**config.mk**
```make
export PLATFORM = sky130hd
export DESIGN_NAME = ad9914_spi_responder_flat
export DESIGN_NICKNAME = d
export VERILOG_FILES = /design/src/rtl/ad9914_spi_responder_if.sv /design/src/rtl/ad9914_spi_responder.sv /design/src/flat_wrapper.sv
export SDC_FILE = /design/constraint.sdc
export NUM_CORES = 1
export LEC_CHECK = 0
export CAP_MARGIN = 30
export CORE_MARGIN = 5
export CORE_UTILIZATION = 35
export CTS_BUF_LIST = sky130_fd_sc_hd__clkbuf_4
export DETAILED_ROUTE_END_ITERATION = 8
export SYNTH_ARGS = -nofsm -noshare
export SYNTH_HDL_FRONTEND = slang
export SYNTH_SLANG_ARGS = --single-unit
```
**constraint.sdc**
```tcl
create_clock -name clk -period 2.9 [get_ports clk]
set_input_delay 0.58 -clock clk [delete_from_list [all_inputs] [get_ports clk]]
set_output_delay 0.58 -clock clk [all_outputs]
set_load 0.01 [all_outputs]
```
**src/rtl/ad9914_spi_responder_if.sv**
```systemverilog
// Request/busy handshake between the workflow controller and one AD9914
// responder.
//   update        : full-configuration request (level)
//   update_config : rising-step-only request (level)
//   sweep         : sweep-start request (level)
//   sweep_step    : rising step word, latched by the responder on accept
//   busy          : responder is serving a request
// master = workflow controller, slave = ad9914_spi_responder.
interface ad9914_spi_responder_if;
  logic        update;
  logic        update_config;
  logic        sweep;
  logic [31:0] sweep_step;
  logic        busy;

  modport master (output update, update_config, sweep, sweep_step, input busy);
  modport slave  (input update, update_config, sweep, sweep_step, output busy);
endinterface

```
**src/rtl/ad9914_spi_responder.sv**
```systemverilog
// AD9914 serial-port responder. Serves full-update, step-update and
// sweep-start requests by writing 40-bit register frames (write bit,
// 7-bit address, 32-bit data, MSB first), pulsing IO_UPDATE, or restarting
// the digital ramp through DRCTL.
// Ports:
//   clk, rst      : clock, asynchronous active-low reset
//   bus (slave)   : update / update_config / sweep / sweep_step / busy
//   dds_cs_n, dds_sclk, dds_sdio : serial write port (sclk idles low)
//   dds_sdo       : serial readback data
//   dds_io_update : IO_UPDATE strobe
//   dds_drctl     : digital ramp control
//   cfg_err       : sticky readback-mismatch flag
// Build option: define AD9914_READBACK_EN to read 0x06 back after an
// update_config write and compare it with the latched step word.
module ad9914_spi_responder #(
  parameter int          SCLK_DIV         = 4,
  parameter int          IOUP_CYCLES      = 4,
  parameter int          DRCTL_LOW_CYCLES = 8,
  parameter logic [31:0] CFR1_VAL         = 32'h00010000,
  parameter logic [31:0] CFR2_VAL         = 32'h00080000,
  parameter logic [31:0] LOWER_FTW        = 32'h1999999A,
  parameter logic [31:0] UPPER_FTW        = 32'h26666666,
  parameter logic [31:0] FALL_STEP        = 32'hFFFFFFFF,
  parameter logic [31:0] RAMP_RATE        = 32'h00010001
) (
  input  logic                  clk,
  input  logic                  rst,
  ad9914_spi_responder_if.slave bus,
  output logic                  dds_cs_n,
  output logic                  dds_sclk,
  output logic                  dds_sdio,
  input  logic                  dds_sdo,
  output logic                  dds_io_update,
  output logic                  dds_drctl,
  output logic                  cfg_err
);
`ifdef AD9914_READBACK_EN
  localparam bit RB_EN = 1'b1;
`else
  localparam bit RB_EN = 1'b0;
`endif

  localparam logic [15:0] DIV    = 16'(SCLK_DIV);
  localparam logic [15:0] DIV_M1 = 16'(SCLK_DIV - 1);
  localparam logic [15:0] BIT_M1 = 16'(2 * SCLK_DIV - 1);
  localparam logic [15:0] IOU_M1 = 16'(IOUP_CYCLES - 1);
  localparam logic [15:0] DRL_M1 = 16'(DRCTL_LOW_CYCLES - 1);

  typedef enum logic [2:0] {IDLE, LOAD, SHIFT, GAP, IOUP, DR_LOW, DONE} state_t;
  typedef enum logic [1:0] {M_FULL, M_CFG, M_SWEEP} mode_t;

  // {address, data} for write-list position idx; update_config uses idx 4 only
  function automatic logic [38:0] frame_word(input logic [2:0] idx, input logic [31:0] step);
    case (idx)
      3'd0:    frame_word = {7'h00, CFR1_VAL};
      3'd1:    frame_word = {7'h01, CFR2_VAL};
      3'd2:    frame_word = {7'h04, LOWER_FTW};
      3'd3:    frame_word = {7'h05, UPPER_FTW};
      3'd4:    frame_word = {7'h06, step};
      3'd5:    frame_word = {7'h07, FALL_STEP};
      default: frame_word = {7'h08, RAMP_RATE};
    endcase
  endfunction

  state_t      state, state_d;
  mode_t       mode, mode_d;
  logic [15:0] cnt, cnt_d;
  logic [5:0]  bit_cnt, bit_d;
  logic [2:0]  fidx, fidx_d;
  logic [39:0] sh, sh_d;
  logic [31:0] rd_sh, rd_d;
  logic        rd_phase, rdp_d;
  logic [31:0] step_q, step_d;
  logic [2:0]  arm, arm_d;
  logic [2:0]  req_v;
  logic        drctl_q, drctl_d, err_q, err_d;
  logic        busy_q, cs_n_q, sclk_q, sdio_q, iou_q;

  assign req_v = {bus.sweep, bus.update_config, bus.update};

  always_comb begin
    state_d = state;
    mode_d  = mode;
    cnt_d   = cnt;
    bit_d   = bit_cnt;
    fidx_d  = fidx;
    sh_d    = sh;
    rd_d    = rd_sh;
    rdp_d   = rd_phase;
    step_d  = step_q;
    drctl_d = drctl_q;
    err_d   = err_q;
    // a request re-arms only once its level has been seen low
    arm_d   = arm | ~req_v;
    case (state)
      IDLE: begin
        cnt_d = '0;
        rdp_d = 1'b0;
        if (req_v[0] && arm[0]) begin
          mode_d = M_FULL; fidx_d = 3'd0; step_d = bus.sweep_step;
          arm_d[0] = 1'b0; state_d = LOAD;
        end else if (req_v[1] && arm[1]) begin
          mode_d = M_CFG; fidx_d = 3'd4; step_d = bus.sweep_step;
          arm_d[1] = 1'b0; state_d = LOAD;
        end else if (req_v[2] && arm[2]) begin
          mode_d = M_SWEEP; drctl_d = 1'b0;
          arm_d[2] = 1'b0; state_d = DR_LOW;
        end
      end
      LOAD: begin
        sh_d    = rd_phase ? {1'b1, 7'h06, 32'h0} : {1'b0, frame_word(fidx, step_q)};
        cnt_d   = '0;
        bit_d   = '0;
        state_d = SHIFT;
      end
      SHIFT: begin
        // readback data follows the 8 instruction bits; take it as sclk rises
        if (RB_EN && rd_phase && cnt == DIV_M1 && bit_cnt >= 6'd8)
          rd_d = {rd_sh[30:0], dds_sdo};
        if (cnt == BIT_M1) begin
          cnt_d = '0;
          sh_d  = {sh[38:0], 1'b0};
          bit_d = bit_cnt + 6'd1;
          if (bit_cnt == 6'd39) state_d = GAP;
        end else begin
          cnt_d = cnt + 16'd1;
        end
      end
      GAP: begin
        if (cnt == DIV_M1) begin
          cnt_d = '0;
          if (mode == M_FULL && fidx != 3'd6) begin
            fidx_d = fidx + 3'd1; state_d = LOAD;
          end else if (RB_EN && mode == M_CFG && !rd_phase) begin
            rdp_d = 1'b1; state_d = LOAD;
          end else begin
            if (rd_phase && rd_sh != step_q) err_d = 1'b1;
            state_d = IOUP;
          end
        end else begin
          cnt_d = cnt + 16'd1;
        end
      end
      IOUP: begin
        if (cnt == IOU_M1) state_d = DONE;
        else               cnt_d = cnt + 16'd1;
      end
      DR_LOW: begin
        if (cnt == DRL_M1) begin drctl_d = 1'b1; state_d = DONE; end
        else               cnt_d = cnt + 16'd1;
      end
      DONE:    state_d = IDLE;
      default: state_d = IDLE;
    endcase
  end

  always_ff @(posedge clk or negedge rst) begin
    if (!rst) begin
      state    <= IDLE;
      mode     <= M_FULL;
      cnt      <= '0;
      bit_cnt  <= '0;
      fidx     <= '0;
      sh       <= '0;
      rd_sh    <= '0;
      rd_phase <= 1'b0;
      step_q   <= '0;
      arm      <= 3'b111;
      drctl_q  <= 1'b0;
      err_q    <= 1'b0;
      busy_q   <= 1'b0;
      cs_n_q   <= 1'b1;
      sclk_q   <= 1'b0;
      sdio_q   <= 1'b0;
      iou_q    <= 1'b0;
    end else begin
      state    <= state_d;
      mode     <= mode_d;
      cnt      <= cnt_d;
      bit_cnt  <= bit_d;
      fidx     <= fidx_d;
      sh       <= sh_d;
      rd_sh    <= rd_d;
      rd_phase <= rdp_d;
      step_q   <= step_d;
      arm      <= arm_d;
      drctl_q  <= drctl_d;
      err_q    <= err_d;
      // pins registered from next-state values so they never glitch
      busy_q   <= (state_d != IDLE);
      cs_n_q   <= (state_d != SHIFT);
      sclk_q   <= (state_d == SHIFT) && (cnt_d >= DIV);
      sdio_q   <= (state_d == SHIFT) && sh_d[39];
      iou_q    <= (state_d == IOUP);
    end
  end

  assign bus.busy      = busy_q;
  assign dds_cs_n      = cs_n_q;
  assign dds_sclk      = sclk_q;
  assign dds_sdio      = sdio_q;
  assign dds_io_update = iou_q;
  assign dds_drctl     = drctl_q;
  assign cfg_err       = err_q;
endmodule

```
**src/flat_wrapper.sv**
```systemverilog
// flat-port wrapper written by rule: the top's interface ports become plain ports
module ad9914_spi_responder_flat 
#(
  parameter int          SCLK_DIV         = 4,
  parameter int          IOUP_CYCLES      = 4,
  parameter int          DRCTL_LOW_CYCLES = 8,
  parameter logic [31:0] CFR1_VAL         = 32'h00010000,
  parameter logic [31:0] CFR2_VAL         = 32'h00080000,
  parameter logic [31:0] LOWER_FTW        = 32'h1999999A,
  parameter logic [31:0] UPPER_FTW        = 32'h26666666,
  parameter logic [31:0] FALL_STEP        = 32'hFFFFFFFF,
  parameter logic [31:0] RAMP_RATE        = 32'h00010001
)
  (clk, rst, dds_cs_n, dds_sclk, dds_sdio, dds_sdo, dds_io_update, dds_drctl, cfg_err, bus_update, bus_update_config, bus_sweep, bus_sweep_step, bus_busy);
  ad9914_spi_responder_if bus_i ();
  input  logic clk;
  input  logic rst;
  output logic dds_cs_n;
  output logic dds_sclk;
  output logic dds_sdio;
  input  logic dds_sdo;
  output logic dds_io_update;
  output logic dds_drctl;
  output logic cfg_err;
  input wire logic [$bits(bus_i.update)-1:0] bus_update;
  input wire logic [$bits(bus_i.update_config)-1:0] bus_update_config;
  input wire logic [$bits(bus_i.sweep)-1:0] bus_sweep;
  input wire logic [$bits(bus_i.sweep_step)-1:0] bus_sweep_step;
  output wire logic [$bits(bus_i.busy)-1:0] bus_busy;
  assign bus_i.update = bus_update;
  assign bus_i.update_config = bus_update_config;
  assign bus_i.sweep = bus_sweep;
  assign bus_i.sweep_step = bus_sweep_step;
  assign bus_busy = bus_i.busy;
  ad9914_spi_responder #(.SCLK_DIV(SCLK_DIV), .IOUP_CYCLES(IOUP_CYCLES), .DRCTL_LOW_CYCLES(DRCTL_LOW_CYCLES), .CFR1_VAL(CFR1_VAL), .CFR2_VAL(CFR2_VAL), .LOWER_FTW(LOWER_FTW), .UPPER_FTW(UPPER_FTW), .FALL_STEP(FALL_STEP), .RAMP_RATE(RAMP_RATE)) u_core (.clk(clk), .rst(rst), .bus(bus_i), .dds_cs_n(dds_cs_n), .dds_sclk(dds_sclk), .dds_sdio(dds_sdio), .dds_sdo(dds_sdo), .dds_io_update(dds_io_update), .dds_drctl(dds_drctl), .cfg_err(cfg_err));
endmodule
```
==> impl_metrics.env, run 1 <==
export IMPL_max_vdd_ir_drop_v=0.000387
export IMPL_sw_frac_of_total_pct=37.7
export IMPL_postSynthCellCount=541
export IMPL_timing_slew_headroom_pct=54.4
export IMPL_synth_seq_area_share_pct=51.5
export IMPL_routedLengthMet1_um=5680
export IMPL_synth_edff_count=0
export IMPL_p_clk_share_pct=16.0
export IMPL_clk_transition_reported_paths_ns=0.17
export IMPL_fin_setup_tns_ns=0
export IMPL_io_pins=45
export IMPL_cts_tree="built"
export IMPL_max_cap_violations=0
export IMPL_port_buffers=42
export IMPL_dieWidth_um=134
export IMPL_initial_antenna_violation_count=1
export IMPL_critical_path_arrival_ns=3.11
export IMPL_distinct_cell_type_count_of_the_synthesized_netlist=63
export IMPL_synthArstFlopShare_pct=100
export IMPL_power_density_mw_per_mm2=901
export IMPL_synthFlopType="dfrtp_1"
export IMPL_critPathMostFrequentCell="nor4_1"
export IMPL_die_height_um=134
export IMPL_areaGrowthSynthToFinish_pct=15.2
export IMPL_worstHoldPathType="in -> async"
export IMPL_num_vias=4204
export IMPL_place_detailed_hpwl_um=8240
export IMPL_layout_nets=618
export IMPL_htreeDepth=3
export IMPL_gr_total_overflow=0
export IMPL_clkLatencyLatePin_ns=0.48
export IMPL_cts_max_path_buffers=2
export IMPL_critical_path_max_stage_delay_ns=0.46
export IMPL_totalWireLength_um=12100
export IMPL_timing_critical_path_depth=7
export IMPL_post_cts_setup_buffers=0
export IMPL_critical_path_startpoint_type="register"
export IMPL_cp_slowest_cell="dfrtp_1"
export IMPL_cp_buffers_inverters=0
export IMPL_drive_gt1_share_pct=14.4
export IMPL_run_status="complete, no violations"
export IMPL_fraction_of_power_consumed_by_sequential_logic_pct=44.0
export IMPL_syn_area_mm2=0.00540
export IMPL_power_switching_mw=2.12
export IMPL_whs_ns=0.0599
export IMPL_finalWorstPathRequiredPeriod_ns=2.74
export IMPL_kind_of_end_point_of_the_critical_path="register"
export IMPL_global_route_usage_total_pct=14.2
export IMPL_ff2ff_path_depth=7
export IMPL_drt_wirelength_per_cell_um=15.8
export IMPL_cts_resized=0
export IMPL_worst_r2r_endpoint="u_core.dds_sclk"
export IMPL_total_core_area_mm2=0.0151
export IMPL_p_leak_nw=2.67
export IMPL_flops_latches_synth=111
export IMPL_cts_buffers_inserted=9
export IMPL_rows=45
export IMPL_syn_nets=588
export IMPL_drt_pre_antenna_iters=5
export IMPL_fmaxAchievable_mhz=365
export IMPL_detailroute_wirelength_met3_um=540
export IMPL_final_gp_congestion=0.876
export IMPL_ctsRootBufferMaster="clkbuf_4"
export IMPL_setup_violations_final=0
export IMPL_grt_first_pass_wirelength_um=21100
export IMPL_postRouteAntennaNets=0
export IMPL_vias_per_cell=5.50
export IMPL_rsz0062_at_grt="false"
export IMPL_initial_utilization_pct=35.7
export IMPL_floorplan_die_area_mm2=0.0180
export IMPL_slew_violations=0
export IMPL_cts_hold_buffers=0
export IMPL_crit_path_max_fanout=8
export IMPL_clock_sink_count=111
export IMPL_layout_worst_path_cycle_share_pct=94.5
export IMPL_max_slew_worst_pin_slew_ns=0.684
export IMPL_vias_in_the_first_global_route=4284
export IMPL_r2r_start="u_core.cnt[10]"
export IMPL_critical_path_cell_by_cell="nor4_1 -> and4_1 -> nand3b_1 -> a2bb2oi_1 -> o31ai_1 -> nor4_1 -> a31oi_1"
export IMPL_power_internal_mw=3.49
export IMPL_highest_layer="met4"
export IMPL_detailroute_wirelength_met2_um=5550
export IMPL_power_share_combinational_pct=40.0
export IMPL_yosys_synthesis_warning_count=0
export IMPL_critical_path_top_delay_family="simple AND/OR/NAND/NOR gates"
export IMPL_worst_endpoint_required_ns=3.27
export IMPL_initial_drt_markers=340
export IMPL_fin_worst_skew_ns=0.0245
export IMPL_postSynthAreaPerCell_um2=9.98
export IMPL_hold_viol_final=0
export IMPL_drc_violations=0
export IMPL_criticalPathCategory="reg -> reg"
export IMPL_grt_start_max_net_pins=72
export IMPL_worst_r2r_setup_slack_ns=0.16
-- power groups by stage --
stage / combinational, mW / sequential [mW] / clock (mW)
after global placement: 2.19 / 2.48 / 0
after detailed placement: 2.26 / 2.50 / 0
after floorplan: 1.69 / 2.36 / 0
after CTS: 2.26 / 2.47 / 0.935
after global routing: 2.50 / 2.54 / 0.983
final: 2.24 / 2.47 / 0.897
-- worst max-delay path by stage --
stage	startpoint	to	slack (ns)
6_report	u_core.cnt[10]	u_core.dds_sclk	0.16
5_1_grt	u_core.cnt[10]	u_core.dds_sclk	0.002
4_1_cts	u_core.cnt[1]	u_core.dds_sclk	0.16
3_5_place_dp	u_core.cnt[0]	u_core.dds_sclk	0.18
3_3_place_gp	u_core.cnt[0]	u_core.dds_sclk	0.26
2_1_floorplan	u_core.cnt[0]	u_core.dds_sclk	0.63
-- sequential cells by signal, indices dropped and copies added (netlist names) --
signal                count
u_core.arm                3
u_core.bus.busy           1
u_core.fidx               3
u_core.bit_cnt            6
u_core.step_q            32
u_core.sh                40
u_core.dds_sdio           1
u_core.mode               2
u_core.cnt               16
u_core.dds_io_update      1
u_core.state              3
u_core.dds_sclk           1
u_core.dds_drctl          1
u_core.dds_cs_n           1
-- Yosys cell counts, types with 2 or more instances --
| library cell | n | area (um2) |
|---|---|---|
| and3_1 | 4 | 25.0 |
| or3_1 | 3 | 18.8 |
| o211ai_1 | 2 | 15.0 |
| and2_1 | 3 | 18.8 |
| a41oi_1 | 2 | 17.5 |
| nand4_1 | 9 | 56.3 |
| or2_2 | 4 | 25.0 |
| ha_1 | 9 | 113 |
| dfrtp_1 | 107 | 2680 |
| a22oi_1 | 4 | 30.0 |
| nand2_1 | 62 | 233 |
| o32ai_1 | 2 | 17.5 |
| o21ai_1 | 3 | 15.0 |
| nor3b_1 | 3 | 22.5 |
| a222oi_1 | 2 | 20.0 |
| nor4_1 | 4 | 25.0 |
| o22ai_1 | 18 | 113 |
| a21oi_1 | 56 | 280 |
| nand3_1 | 13 | 65.1 |
| nor2_1 | 32 | 120 |
| nor3_1 | 9 | 45.0 |
| xnor2_1 | 3 | 26.3 |
| mux2_2 | 32 | 360 |
| xor2_1 | 4 | 35.0 |
| inv_2 | 2 | 7.51 |
| o31ai_1 | 2 | 15.0 |
| a211oi_1 | 5 | 37.5 |
| inv_1 | 14 | 52.6 |
| a31oi_1 | 12 | 75.1 |
| o21ai_0 | 19 | 95.1 |
| a2bb2oi_1 | 2 | 17.5 |
| a221o_1 | 17 | 170 |
| clkbuf_1 | 30 | 113 |
| buf_2 | 8 | 40.0 |
| nor2b_1 | 5 | 31.3 |
| nand3b_1 | 2 | 15.0 |
| nand2b_1 | 4 | 25.0 |
| dfstp_2 | 4 | 105 |
-- layout make-up --
type,count,area (um2)
clock inverter,6,97.6
clock buffer,9,67.6
antenna,1,2.50
timing repair buffer,59,571
multi-input combinational,374,2400
inverter,16,60.1
sequential,111,2780
tap,188,235
fill,1448,8920
-- cells in the final DEF (no fill, tap or decap), types with 3 or more instances in the layout --
cell type	synthesis	routed
dfrtp_1	107	107
nand2_1	62	62
a21oi_1	56	56
clkdlybuf4s50_1	0	41
mux2_2	32	32
nor2_1	32	31
o21ai_0	19	19
o22ai_1	18	18
a221o_1	17	17
buf_4	1	16
inv_1	14	14
nand3_1	13	13
a31oi_1	12	12
nor3_1	9	9
nand4_1	9	9
clkbuf_4	0	9
ha_1	9	8
nor2b_1	5	5
a211oi_1	5	5
nor4_1	4	4
xor2_1	4	4
and3_1	4	4
or2_2	4	4
a22oi_1	4	4
nand2b_1	4	4
dfstp_2	4	4
xnor2_1	3	3
nor3b_1	3	3
and2_1	3	3
or3_1	3	3
o21ai_1	3	3
inv_6	0	3
-- through the flow --
step                      setup slack, ns  cells  cell area, um2  power, mW  util (%)
final                               0.160    764            6220       5.60      41.1
after global routing              0.00206    764            6220       6.03      41.1
after CTS                           0.159    763            6220       5.66      41.0
after detailed placement            0.183    748            6050       4.76      40.0
after global placement              0.261    748            6050       4.67      40.0
after floorplan                     0.633    541            5400       4.05         -
-- logic make-up (layout without fill, tap and decap cells) --
logic type,count (synthesis),in the layout,synth area share [%]
compound gates,156,156,18.7
xor+xnor,7,7,1.14
fa+ha+maj,10,10,2.27
buf+inv,56,90,4.15
flops,111,111,51.5
mux,33,33,6.86
other cells,1,2,0.0694
simple gates,167,167,15.3
-- per-layer routing --
metal / track usage, % / vias up
met4: 6.11 / 0
met2: 22.0 / 112
met1: 19.3 / 2039
met3: 2.96 / 22
li1: - / 2031
met5: 0 / -
No activity file was read; power rests on OpenSTA's default activity.
==> run 2: changes to the inputs <==
--- a/config.mk
+++ b/config.mk
@@ -10,6 +10,8 @@
 export CORE_UTILIZATION = 35
 export CTS_BUF_LIST = sky130_fd_sc_hd__clkbuf_4
 export DETAILED_ROUTE_END_ITERATION = 8
+export GPL_TIMING_DRIVEN = 0
+export SLEW_MARGIN = 0
 export SYNTH_ARGS = -nofsm -noshare
 export SYNTH_HDL_FRONTEND = slang
 export SYNTH_SLANG_ARGS = --single-unit
==> run 2 against run 1 <==
  * Critical path depth unchanged
  * Count of clock-buffer cells in the layout stayed put
  * Utilization increased by 0.20 points
  * Maximum frequency increased by 1.3%
  * Worst hold slack better by 0.025 ns
  * Critical path type unchanged
==> impl_metrics.env, run 2 (synthesis results as in run 1) <==
export IMPL_cts_buffers_inserted=9
export IMPL_layout_cells_most_common_list="dfrtp_1, nand2_1, a21oi_1"
export IMPL_grt_first_pass_wirelength_um=22200
export IMPL_setup_violations_final=0
export IMPL_final_gp_congestion=0.861
export IMPL_die_height_um=134
export IMPL_port_buffers=42
export IMPL_max_cap_violations=0
export IMPL_kind_of_end_point_of_the_critical_path="register"
export IMPL_drt_wirelength_per_cell_um=16.7
export IMPL_cts_max_path_buffers=2
export IMPL_drt_pre_antenna_iters=5
export IMPL_initial_antenna_violation_count=0
export IMPL_filler_cell_count=1481
export IMPL_gr_total_overflow=0
export IMPL_grt_start_max_net_pins=60
export IMPL_drive_gt1_share_pct=13.3
export IMPL_critical_path_startpoint_type="register"
export IMPL_htreeDepth=3
export IMPL_initial_utilization_pct=35.7
export IMPL_clock_sink_count=111
export IMPL_register_area_mm2=0.00278
export IMPL_sw_frac_of_total_pct=40.3
export IMPL_fraction_of_power_consumed_by_sequential_logic_pct=44.0
export IMPL_clk_transition_reported_paths_ns=0.19
export IMPL_dieWidth_um=134
export IMPL_critical_path_top_delay_family="simple AND/OR/NAND/NOR gates"
export IMPL_areaGrowthSynthToFinish_pct=15.7
export IMPL_place_detailed_hpwl_um=9550
export IMPL_postRouteAntennaNets=0
export IMPL_layout_worst_path_cycle_share_pct=93.2
export IMPL_rsz0062_at_grt="true"
export IMPL_ctsRootBufferMaster="clkbuf_4"
export IMPL_finalInstanceArea_mm2=0.00625
export IMPL_finalWorstPathRequiredPeriod_ns=2.70
export IMPL_slew_violations=0
export IMPL_biggestRegsByFlops="u_core.sh (40), u_core.step_q (32), u_core.cnt (16)"
export IMPL_p_clk_share_pct=14.1
export IMPL_rows=45
export IMPL_place_area_mm2=0.00608
export IMPL_cp_buffers_inverters=1
export IMPL_clkLatencyLatePin_ns=0.50
export IMPL_vias_in_the_first_global_route=4344
export IMPL_crit_path_max_fanout=8
export IMPL_timing_critical_path_depth=7
export IMPL_fin_total_pwr_mw=5.54
export IMPL_fin_worst_skew_ns=0.0185
export IMPL_power_switching_mw=2.24
export IMPL_floorplan_die_area_mm2=0.0180
export IMPL_num_vias=4377
export IMPL_run_status="complete, no violations"
export IMPL_power_share_combinational_pct=41.8
export IMPL_io_pins=45
export IMPL_critical_path_arrival_ns=3.12
export IMPL_num_antenna_cells=0
export IMPL_cts_tree="built"
export IMPL_max_vdd_ir_drop_v=0.000401
export IMPL_totalWireLength_um=13200
export IMPL_initial_drt_markers=265
export IMPL_vias_per_cell=5.54
export IMPL_power_density_mw_per_mm2=887
export IMPL_fmaxAchievable_mhz=370
export IMPL_p_leak_nw=2.67
export IMPL_global_route_usage_total_pct=15.1
export IMPL_largest_reg_flops=40
export IMPL_cts_hold_buffers=0
export IMPL_area_of_combinational_cells_with_multiple_inputs_mm2=0.00240
export IMPL_register_with_the_highest_flop_count="u_core.sh"
export IMPL_critical_path_max_stage_delay_ns=0.62
export IMPL_drc_violations=0
export IMPL_layout_commonest_cell="dfrtp_1"
export IMPL_cp_slowest_cell="a222oi_1"
export IMPL_criticalPathCategory="reg -> reg"
export IMPL_total_core_area_mm2=0.0151
export IMPL_worst_endpoint_required_ns=3.32
export IMPL_ff2ff_path_depth=7
export IMPL_power_internal_mw=3.31
export IMPL_hold_viol_final=0
export IMPL_critical_path_cell_by_cell="nor4_1 -> and4_1 -> buf_2 -> nand3_1 -> a222oi_1 -> nand4b_1 -> a31oi_1"
export IMPL_max_slew_worst_pin_slew_ns=0.765
export IMPL_layout_nets=644
export IMPL_worstHoldPathType="in -> async"
export IMPL_timing_slew_headroom_pct=48.7
## run 2: worst paths after layout
| kind | slack [ns] | start | end |
|---|---|---|---|
| min in group clk | 0.47 | u_core.arm[1] | u_core.arm[1] |
| max in group asynchronous | 2.05 | rst | u_core.dds_cs_n |
| hold / removal | 0.09 | rst | u_core.cnt[6] |
| setup / recovery | 0.20 | u_core.cnt[13] | u_core.dds_sclk |
| hold reg to reg | 0.47 | u_core.arm[1] | u_core.arm[1] |
| setup reg to reg | 0.20 | u_core.cnt[13] | u_core.dds_sclk |
## run 2: through the flow
step | worst slack [ns] | hold WS [ns] | setup TNS (ns) | util, % | cells
2_1_floorplan | 0.633 | 0.284 | 0 | - | 541
3_3_place_gp | -2.93 | 0.450 | -321.94 | 40.0 | 771
3_5_place_dp | -0.244 | 0.454 | -3.38 | 40.2 | 772
4_1_cts | 0.0254 | 0.0784 | 0 | 41.1 | 788
5_1_grt | -0.00436 | 0.109 | -0.00436 | 41.3 | 790
6_report | 0.197 | 0.0851 | 0 | 41.3 | 790
## run 2: timing repair
| action | CTS | global route |
|---|---|---|
| resized for setup | 0 | 4 |
| buffers inserted | 0 | 2 |
| endpoints found under the setup margin | 0 | 37 |
## run 2: area by class of cell
type | instances | area share [%]
repair buffers | 45 | 7.37
multi-input cells | 374 | 38.5
well taps | 188 | 3.76
clock buffers | 9 | 1.08
clock inverters | 7 | 1.20
flip-flops and latches | 111 | 44.5
plain buffers | 40 | 2.62
inverters | 16 | 0.961
## run 2: routing by layer
| layer | share of wire (%) | vias up | GRT usage (%) | wire [um] |
|---|---|---|---|---|
| met4 | 0.90 | 0 | 3.51 | 118 |
| met2 | 48 | 110 | 24.4 | 6280 |
| li1 | - | 2081 | - | - |
| met1 | 46 | 2177 | 20.7 | 6110 |
| met3 | 5.0 | 9 | 3.56 | 661 |
| met5 | 0 | - | 0 | 0 |
## run 2: power by group through the flow
stage / Sequential [mW] / Combinational (mW) / Clock, mW
after floorplan: 2.36 / 1.69 / 0
after global placement: 2.46 / 2.23 / 0
after detailed placement: 2.48 / 2.30 / 0
after CTS: 2.44 / 2.31 / 0.827
after global routing: 2.50 / 2.57 / 0.878
final: 2.44 / 2.32 / 0.782
==> run 3: changes to the inputs <==
--- a/config.mk
+++ b/config.mk
@@ -6,11 +6,13 @@
 export NUM_CORES = 1
 export LEC_CHECK = 0
 export CAP_MARGIN = 30
-export CORE_MARGIN = 5
+export CORE_ASPECT_RATIO = 1.25
+export CORE_MARGIN = 2
 export CORE_UTILIZATION = 35
 export CTS_BUF_LIST = sky130_fd_sc_hd__clkbuf_4
 export DETAILED_ROUTE_END_ITERATION = 8
 export GPL_TIMING_DRIVEN = 0
+export PLACE_DENSITY = 0.61
 export SLEW_MARGIN = 0
 export SYNTH_ARGS = -nofsm -noshare
 export SYNTH_HDL_FRONTEND = slang
==> run 3 against run 2 <==
  * Routed wire length down 0.21%
  * Clock power up 4.1%
  * Power is 0.40% higher
  * Setup slack lost 0.025 ns
  * Critical path depth up 2
  * Critical endpoint unchanged
==> impl_metrics.env, run 3 (synthesis results as in run 1) <==
export IMPL_drt_wirelength_per_cell_um=16.7
export IMPL_dieWidth_um=115
export IMPL_p_clk_share_pct=14.6
export IMPL_ctsRootBufferMaster="clkbuf_4"
export IMPL_fin_worst_skew_ns=0.0329
export IMPL_layout_worst_path_cycle_share_pct=94.1
export IMPL_gr_total_overflow=0
export IMPL_slew_violations=0
export IMPL_areaGrowthSynthToFinish_pct=16.0
export IMPL_clock_sink_count=111
export IMPL_vias_in_the_first_global_route=4323
export IMPL_critical_path_arrival_ns=3.12
export IMPL_cts_hold_buffers=0
export IMPL_layout_commonest_cell="dfrtp_1"
export IMPL_run_status="complete, no violations"
export IMPL_instances_no_fill=785
export IMPL_floorplan_die_area_mm2=0.0164
export IMPL_fin_total_pwr_mw=5.57
export IMPL_max_slew_worst_pin_slew_ns=0.728
export IMPL_grt_start_max_net_pins=71
export IMPL_clkLatencyLatePin_ns=0.51
export IMPL_largest_reg_flops=40
export IMPL_total_core_area_mm2=0.0150
export IMPL_clk_transition_reported_paths_ns=0.21
export IMPL_fin_setup_tns_ns=0
export IMPL_place_detailed_hpwl_um=9550
export IMPL_num_vias=4369
export IMPL_final_gp_congestion=0.875
export IMPL_timing_slew_headroom_pct=51.2
export IMPL_crit_path_max_fanout=10
export IMPL_io_pins=45
export IMPL_totalWireLength_um=13100
export IMPL_critical_path_max_stage_delay_ns=0.57
export IMPL_initial_drt_markers=335
export IMPL_critical_path_cell_by_cell="ha_1 -> buf_2 -> nand4_1 -> or4_4 -> o211a_1 -> a31oi_1 -> o31ai_1 -> nor4_2 -> a31oi_1"
export IMPL_critPathMostFrequentCell="a31oi_1"
export IMPL_die_height_um=143
export IMPL_criticalPathCategory="reg -> reg"
export IMPL_hold_viol_final=0
export IMPL_setup_violations_final=0
export IMPL_drc_violations=0
export IMPL_pre_cts_slack_ns=-0.338
export IMPL_critical_path_startpoint_type="register"
export IMPL_ff2ff_path_depth=9
export IMPL_max_vdd_ir_drop_v=0.000388
export IMPL_post_route_util_pct=41.7
export IMPL_kind_of_end_point_of_the_critical_path="register"
export IMPL_initial_utilization_pct=36.0
export IMPL_power_switching_mw=2.25
export IMPL_place_inst=766
export IMPL_drt_pre_antenna_iters=5
export IMPL_layout_nets=644
export IMPL_fraction_of_power_consumed_by_sequential_logic_pct=43.8
export IMPL_whs_ns=0.00761
export IMPL_cts_tree="built"
export IMPL_crit_start="u_core.cnt[1]"
export IMPL_max_cap_violations=0
export IMPL_power_share_combinational_pct=41.6
export IMPL_fmaxAchievable_mhz=366
export IMPL_worst_setup_path_endpoint="u_core.dds_sclk"
export IMPL_power_density_mw_per_mm2=888
export IMPL_power_internal_mw=3.32
export IMPL_drive_gt1_share_pct=13.3
export IMPL_worst_r2r_endpoint="u_core.dds_sclk"
export IMPL_biggestRegsByFlops="u_core.sh (40), u_core.step_q (32), u_core.cnt (16)"
export IMPL_grt_first_pass_wirelength_um=21800
export IMPL_postLayoutSetupSlackWorst_ns=0.171
export IMPL_finalWorstPathRequiredPeriod_ns=2.73
export IMPL_place_area_mm2=0.00607
export IMPL_finalInstanceArea_mm2=0.00627
export IMPL_cts_max_path_buffers=2
export IMPL_rows=50
export IMPL_r2r_start="u_core.cnt[1]"
export IMPL_vias_per_cell=5.57
export IMPL_htreeDepth=3
export IMPL_rsz0062_at_grt="false"
export IMPL_cp_slowest_cell="or4_4"
export IMPL_worst_r2r_setup_slack_ns=0.17
export IMPL_sw_frac_of_total_pct=40.3
export IMPL_port_buffers=42
export IMPL_p_leak_nw=2.68
export IMPL_postRouteAntennaNets=0
export IMPL_worstHoldPathType="in -> async"
export IMPL_global_route_usage_total_pct=16.7
export IMPL_initial_antenna_violation_count=1
export IMPL_register_with_the_highest_flop_count="u_core.sh"
export IMPL_layout_cells_most_common_list="dfrtp_1, nand2_1, a21oi_1"
export IMPL_cts_buffers_inserted=9
export IMPL_worst_endpoint_required_ns=3.29
==> run 3: cell types whose count changed in the layout (fill, tap and decap cells not counted), sizes merged <==
cell / change
clkinv: -2
diode: +1
inv: +2
==> run 3: layout make-up <==
cell class / count / area (um2)
Inverter: 16 / 60.1
Clock inverter: 7 / 78.8
Antenna cell: 1 / 2.50
Sequential cell: 111 / 2780
Clock buffer: 9 / 67.6
Timing Repair Buffer: 45 / 473
Tap cell: 182 / 228
Multi-Input combinational cell: 374 / 2410
Fill cell: 1517 / 8750
Buffer: 40 / 165
==> run 3: how the worst min path moves through the flow <==
stage                  start                end  slack (ns)  cells past startpoint
5_1_grt                  rst      u_core.cnt[6]        0.02                      1
3_5_place_dp   u_core.arm[1]      u_core.arm[1]        0.45                      2
2_1_floorplan            rst  u_core.bit_cnt[0]        0.28                      0
6_report                 rst      u_core.cnt[4]       0.008                      1
3_3_place_gp   u_core.arm[0]      u_core.arm[0]        0.45                      2
4_1_cts                  rst      u_core.cnt[4]        0.02                      1
==> run 3: worst max-delay path, delay by kind of cell (launching register included) <==
family | cells | cell delay (ns)
simple gates | 3 | 1.18
fa+ha+maj | 1 | 0.16
flops | 1 | 0.46
buf+inv | 1 | 0.20
compound gates | 4 | 0.60
==> run 3: routing by layer <==
metal	track usage, %	share of wire, %	routed length, um
met5	0	0	0
met3	2.89	3.7	486
met2	29.3	51	6690
met1	20.6	43	5700
met4	5.52	2.0	265
==> run 3: power groups by stage <==
| stage | clock [mW] | sequential [mW] | combinational (mW) |
|---|---|---|---|
| after global routing | 0.898 | 2.50 | 2.60 |
| after CTS | 0.834 | 2.44 | 2.31 |
| after detailed placement | 0 | 2.48 | 2.30 |
| final | 0.814 | 2.44 | 2.32 |
| after global placement | 0 | 2.47 | 2.24 |
| after floorplan | 0 | 2.36 | 1.69 |
==> run 3: timing repair <==
item | CTS | global route
resized for setup | 1 | 4
buffers inserted | 0 | 2
pin swaps | 0 | 1
endpoints found under the setup margin | 10 | 29
